$ cat config.mk
export PLATFORM = sky130hd
export DESIGN_NAME = raw_frame_gen
export DESIGN_NICKNAME = d
export VERILOG_FILES = /design/src/rtl/raw_frame_gen.sv
export SDC_FILE = /design/constraint.sdc
export NUM_CORES = 1
export LEC_CHECK = 0
export BUFFER_PORTS_ARGS = -buffer_cell sky130_fd_sc_hd__buf_2
export CORE_MARGIN = 2
export CORE_UTILIZATION = 61
export DETAILED_ROUTE_END_ITERATION = 12
export MAX_ROUTING_LAYER = met4
export PLACE_DENSITY = 0.9
export SYNTH_ARGS = -nofsm -noshare
export SYNTH_HDL_FRONTEND = slang
export SYNTH_SLANG_ARGS = --single-unit
$ cat constraint.sdc
create_clock -name iCLK -period 7.3 [get_ports iCLK]
set_clock_uncertainty 0.1 [all_clocks]
set_input_delay 1.095 -clock iCLK [delete_from_list [all_inputs] [get_ports iCLK]]
set_output_delay 1.095 -clock iCLK [all_outputs]
set_load 0.02 [all_outputs]
$ cat src/rtl/raw_frame_gen.sv
// raw_frame_gen
// Synthetic raw Bayer (GRBG) camera source. It produces the same stream as
// the camera capture block: 12-bit pixels with data-valid, column/row
// counts, horizontal blanking after every line and vertical blanking after
// every frame. The patterns are deterministic (solid, ramp, colour bars,
// checker), so the downstream pipeline output can be predicted exactly.
//
// Ports:
//   iCLK          clock
//   iRST          asynchronous active-high reset
//   iEN           run enable, sampled in IDLE and at the end of a frame
//   iMODE[1:0]    pattern select, latched at frame start
//   iLEVEL[11:0]  solid-mode level, latched at frame start
//   oDATA[11:0]   raw Bayer pixel (0 outside active video)
//   oDVAL         pixel valid
//   oX_Cont[15:0] column of the current pixel
//   oY_Cont[15:0] row of the current pixel
//   oFrame_Start  one-cycle pulse together with pixel (0,0)
//   oFrame_Cnt    completed-frame count, wraps 65535 -> 0
module raw_frame_gen #(
    parameter int H_ACTIVE  = 640,
    parameter int V_ACTIVE  = 480,
    parameter int H_BLANK   = 16,
    parameter int V_BLANK   = 4,
    parameter int RAMP_STEP = 4,
    parameter int BAR_SHIFT = 7
) (
    input  logic        iCLK,
    input  logic        iRST,
    input  logic        iEN,
    input  logic [1:0]  iMODE,
    input  logic [11:0] iLEVEL,
    output logic [11:0] oDATA,
    output logic        oDVAL,
    output logic [15:0] oX_Cont,
    output logic [15:0] oY_Cont,
    output logic        oFrame_Start,
    output logic [15:0] oFrame_Cnt
);

    localparam int LINE   = H_ACTIVE + H_BLANK;
    localparam int VB_LEN = V_BLANK * LINE;
    localparam int B_MAX  = (VB_LEN > H_BLANK) ? VB_LEN : H_BLANK;
    localparam int BCW    = $clog2(B_MAX + 1);

    localparam logic [15:0]    X_LAST  = 16'(H_ACTIVE - 1);
    localparam logic [15:0]    Y_LAST  = 16'(V_ACTIVE - 1);
    localparam logic [BCW-1:0] HB_LAST = BCW'(H_BLANK - 1);
    localparam logic [BCW-1:0] VB_LAST = BCW'(VB_LEN - 1);
    localparam logic [11:0]    RAMP12  = 12'(RAMP_STEP);

    typedef enum logic [1:0] {IDLE, ACTIVE, HBLANK, VBLANK} state_t;

    state_t         state, stateNxt;
    logic [BCW-1:0] blankCnt, blankNxt;
    logic [1:0]     modeReg;
    logic [11:0]    levelReg;

    logic [15:0]    xNxt, yNxt;
    logic           startFrame;   // next cycle shows pixel (0,0) of a new frame
    logic           cntInc;       // next cycle is the first VBLANK cycle

    logic [1:0]     modeUse;
    logic [11:0]    levelUse;
    logic [2:0]     bars;
    logic           chanBit;
    logic [11:0]    patVal;
    logic [11:0]    dataNxt;
    logic           dvalNxt;

    // State register plus the counters and registered outputs. The outputs
    // are computed one cycle ahead from the next state so that oDATA,
    // oX_Cont and oY_Cont always describe the same pixel.
    always_ff @(posedge iCLK or posedge iRST) begin
        if (iRST) begin
            state        <= IDLE;
            blankCnt     <= '0;
            modeReg      <= 2'd0;
            levelReg     <= 12'd0;
            oDATA        <= 12'd0;
            oDVAL        <= 1'b0;
            oX_Cont      <= 16'd0;
            oY_Cont      <= 16'd0;
            oFrame_Start <= 1'b0;
            oFrame_Cnt   <= 16'd0;
        end else begin
            state        <= stateNxt;
            blankCnt     <= blankNxt;
            if (startFrame) begin
                modeReg  <= iMODE;
                levelReg <= iLEVEL;
            end
            oDATA        <= dataNxt;
            oDVAL        <= dvalNxt;
            oX_Cont      <= xNxt;
            oY_Cont      <= yNxt;
            oFrame_Start <= startFrame;
            if (cntInc)
                oFrame_Cnt <= oFrame_Cnt + 16'd1;
        end
    end

    // Next-state logic. The column/row outputs double as the position
    // counters: X is 0 throughout blanking and restarts at 0 on every line.
    always_comb begin
        stateNxt   = state;
        blankNxt   = blankCnt;
        xNxt       = oX_Cont;
        yNxt       = oY_Cont;
        startFrame = 1'b0;
        cntInc     = 1'b0;
        case (state)
            IDLE: begin
                xNxt = 16'd0;
                yNxt = 16'd0;
                if (iEN) begin
                    stateNxt   = ACTIVE;
                    startFrame = 1'b1;
                end
            end
            ACTIVE: begin
                if (oX_Cont == X_LAST) begin
                    stateNxt = HBLANK;
                    xNxt     = 16'd0;
                    blankNxt = '0;
                end else begin
                    xNxt = oX_Cont + 16'd1;
                end
            end
            HBLANK: begin
                if (blankCnt == HB_LAST) begin
                    if (oY_Cont == Y_LAST) begin
                        stateNxt = VBLANK;
                        yNxt     = 16'd0;
                        blankNxt = '0;
                        cntInc   = 1'b1;
                    end else begin
                        stateNxt = ACTIVE;
                        yNxt     = oY_Cont + 16'd1;
                    end
                end else begin
                    blankNxt = blankCnt + 1'b1;
                end
            end
            VBLANK: begin
                if (blankCnt == VB_LAST) begin
                    // Back-to-back frames: no gap, straight into pixel (0,0).
                    if (iEN) begin
                        stateNxt   = ACTIVE;
                        startFrame = 1'b1;
                    end else begin
                        stateNxt = IDLE;
                    end
                end else begin
                    blankNxt = blankCnt + 1'b1;
                end
            end
            default: stateNxt = IDLE;
        endcase
    end

    // Output logic: pattern value for the pixel that becomes visible next.
    // At a frame start the mode/level being latched must already apply.
    always_comb begin
        modeUse  = startFrame ? iMODE  : modeReg;
        levelUse = startFrame ? iLEVEL : levelReg;
        dvalNxt  = (stateNxt == ACTIVE);
        bars     = xNxt[BAR_SHIFT+2:BAR_SHIFT];
        // GRBG: even row G/R, odd row B/G; bar bits are R=2, G=1, B=0.
        if (!yNxt[0])
            chanBit = xNxt[0] ? bars[2] : bars[1];
        else
            chanBit = xNxt[0] ? bars[1] : bars[0];
        case (modeUse)
            2'd0:    patVal = levelUse;
            2'd1:    patVal = xNxt[11:0] * RAMP12;   // mod 4096 by truncation
            2'd2:    patVal = {12{chanBit}};
            default: patVal = {12{xNxt[3] ^ yNxt[3]}};
        endcase
        dataNxt = dvalNxt ? patVal : 12'd0;
    end

endmodule

==> metrics.md <==
| Metric | Value |
|---|---|
| Outcome | `complete, no violations` |
| Final setup fails | `0` |
| Routed WL per cell | `around 16 µm` |
| Final non-filler cell total | `682` |
| R2R depth | `8` |
| Post-Syn Instances | `between 500 and 600` |
| Fmax | `~220 MHz` |
| Routed Wire Length | `11,000 µm` |
| Crit Path Max Fanout | `38` |
| CP Data Arrival Time | `4650 ps` |
| Drt initial violations | `around 330` |
| Post-CTS Resized | `0` |
| Synth Flop Type | `dfrtp_1` |
| Synth cell types | `58` |
| DRT Pass-1 Iters | `5` |
| Initial Util | `between 60% and 70%` |
| R2R setup slack | `2820 ps` |
| Nets | `601` |
| Synth top cells by count | `dfrtp_1, nand2_1, nor2_1, o21ai_0, nand3_1` |
| GRT Total Usage | `27.3%` |
| Root Driver | `clkbuf_8` |
| DP HPWL | `7480 µm` |
| Num CTS Buffers | `9` |
| H-Tree Depth | `3` |
| Leakage | `2.59 nW` |
| Crit. End Element | `flop` |
| RSZ-0062 raised after global routing | `no` |
| Setup bufs post-CTS | `0` |
| Final setup TNS | `0 ps` |
| PortBufs | `between 70 and 80` |
| Synthesis Warnings | `0` |
| Post-synthesis cell area | `around 0.0047 mm²` |
| R2r startpoint | `blankCnt[0]` |
| Post-synth EDFFs | `0` |
| Diode count | `0` |
| Synth top area cells | `dfrtp_1, nand2_1, o21ai_0` |
| Core footprint | `0.00765 mm²` |
| Most frequent cell after synthesis | `dfrtp_1` |
| Vias | `slightly above 4,000` |
| Hold-fix buffers, CTS | `0` |
| Die Footprint | `between 0.008 and 0.009 mm²` |
| First-pass GRT wire length | `between 15,000 and 20,000 µm` |
| Endpoints failing hold | `0` |
| Fraction of layout cells with a size suffix above 1 | `~22%` |
| Post-synthesis async set-or-reset flop share | `between 90% and 100%` |
| Tot Pwr | `approximately 0.0009 W` |
| Cell taking the most area after synthesis | `dfrtp_1` |
| R2R Path End | `oDATA[1]` |
| Min-delay worst type | `flop to flop` |
| CTS tree | `built` |
| VDD IR max | `0.124 mV` |
| Relative slew slack | `a little over a fifth` |
| Placed Instances | `about 670` |
| Vias in the first global route | `around 3,800` |
| Row cnt | `32` |
| Area grow syn2layout | `14.1%` |
| Antenna violations before repair | `0` |
| Pwr dens | `between 150 and 200 mW/mm²` |
| Crit Path Category | `flop to flop` |
| Die Ht | `92.2 µm` |
| Setup crit start kind | `flop` |
| Clock Tree Buf Depth | `2` |
| GRT overflow | `0` |
| Worst-path clk slew | `about 100 ps` |
| Mean Syn Cell Area | `9.39 µm²` |
| Fillcell total | `between 500 and 600` |
| Req. time, crit path | `between 7000 and 8000 ps` |
| Post-route ant nets | `0` |
| Max cap viols | `0` |
| FF/Latch Area | `0.00225 mm²` |
| Die Wd | `92.2 µm` |
| Routed vias/inst | `between 6 and 7` |
| Final Cycle Share | `slightly above 60%` |
| Hold Crit Start | `oFrame_Cnt[15]` |
| Clock Sinks | `90` |
| Pins Over Slew Limit | `0` |
| Final core occ | `between 70% and 80%` |
| FF+latch count, synth | `90` |
| Worst Hold End | `oFrame_Cnt[15]` |
| Residual DRC | `0` |
| I/O pin cnt | `79` |
| Routability Congestion | `about 0.92` |
| Slew of the pin with the lowest slew margin | `1180 ps` |
| WHS Path Cells | `1` |
| Worst-Skew Late Latency | `360 ps` |
| Multi-input logic area | `0.00233 mm²` |
| Post-synth net total | `between 500 and 600` |
| Fin crit period | `between 4000 and 5000 ps` |
| Largest net degree at the start of global routing | `around 90` |
| Area fraction of the dominant cell type after synthesis | `about 47%` |
| Post-synthesis sequential area ratio | `roughly 47%` |
## stage by stage
step	setup WS (ps)	cell area [µm²]	hold slack (ps)
after CTS	2950	5410	390
after global routing	2400	5410	415
after floorplan	3770	4740	335
after detailed placement	2770	5170	366
final	2820	5410	388
after global placement	2960	5170	355
## kinds of logic after synthesis
group,synth area share (%)
and+or+nand+nor,24.6
AOI/OAI and AO/OA,16.2
DFF,47.5
buffers and inverters,3.40
xor gates and xnor gates,4.80
adders and majority gates,2.37
muxes,1.13
## state kept, by name (all words and copies together) (netlist names)
signal,count
oX_Cont,16
oFrame_Cnt,16
oFrame_Start,1
oDATA,12
modeReg,2
blankCnt,12
oDVAL,1
state,2
oY_Cont,16
levelReg,12
## how the worst max path moves through the flow
stage / from / endpoint / slack, ps / cells after the start
floorplan: iRST / blankCnt[0] / 3770 / 1
global placement: iEN / oDATA[0] / 2960 / 8
detailed placement: iEN / oDATA[1] / 2770 / 8
CTS: blankCnt[0] / oDATA[1] / 2950 / 8
global route: blankCnt[0] / oDATA[0] / 2400 / 8
finish: blankCnt[0] / oDATA[1] / 2820 / 8
## cells in the final DEF (no fill, tap or decap), types with 3 or more instances in the layout
| cell | count |
|---|---|
| a22o_1 | 4 |
| a21oi_1 | 11 |
| ha_1 | 9 |
| or3_1 | 7 |
| or4_4 | 3 |
| nor3b_1 | 11 |
| a31oi_1 | 6 |
| or4_1 | 3 |
| o31ai_1 | 8 |
| clkbuf_8 | 9 |
| and2_1 | 3 |
| xnor2_1 | 16 |
| dfrtp_1 | 90 |
| o21ai_0 | 36 |
| mux2_2 | 3 |
| nor2b_1 | 6 |
| inv_1 | 14 |
| a311o_1 | 10 |
| xor2_1 | 10 |
| nor4_1 | 3 |
| nor3_1 | 12 |
| nand3_1 | 18 |
| nand4_1 | 15 |
| and3_1 | 12 |
| a21oi_2 | 10 |
| buf_2 | 78 |
| nand2_1 | 76 |
| o21ai_1 | 16 |
| nor2_1 | 37 |
## area by class of cell
type                       instances  share of cell area [%]
clock buffer                       9                    2.29
inverter                          16                    1.13
tap                              102                    2.36
sequential                        90                    41.6
clock inverter                     7                    2.04
multi-input combinational        378                    43.0
timing repair buffer              80                    7.49
## report_power, final
part | switching, W | internal (W) | leakage [nW] | total, W
Clock | 0.000192 | 0.000200 | 0.119 | 0.000392
Combinational | 0.0000131 | 0.00000457 | 1.24 | 0.0000176
Sequential | 0 | 0.000498 | 1.23 | 0.000498
## critical path, stage by stage, from the launching register on
cell and delay, ps:
dfrtp_1 420, ha_1 250, nand3_1 310, o41ai_1 160, nand2_1 870, clkinv_1 790
o31ai_1 420, nand4_1 650, a31oi_1 400
## layer usage
| layer | up-vias | GRT usage, % | share of wire [%] |
|---|---|---|---|
| met3 | 28 | 3.45 | 5.5 |
| li1 | 1941 | - | - |
| met4 | 0 | 11.2 | 2.4 |
| met5 | - | - | 0 |
| met1 | 1993 | 36.2 | 44 |
| met2 | 162 | 43.1 | 48 |
Note: power is estimated with default switching activity, not from simulation.
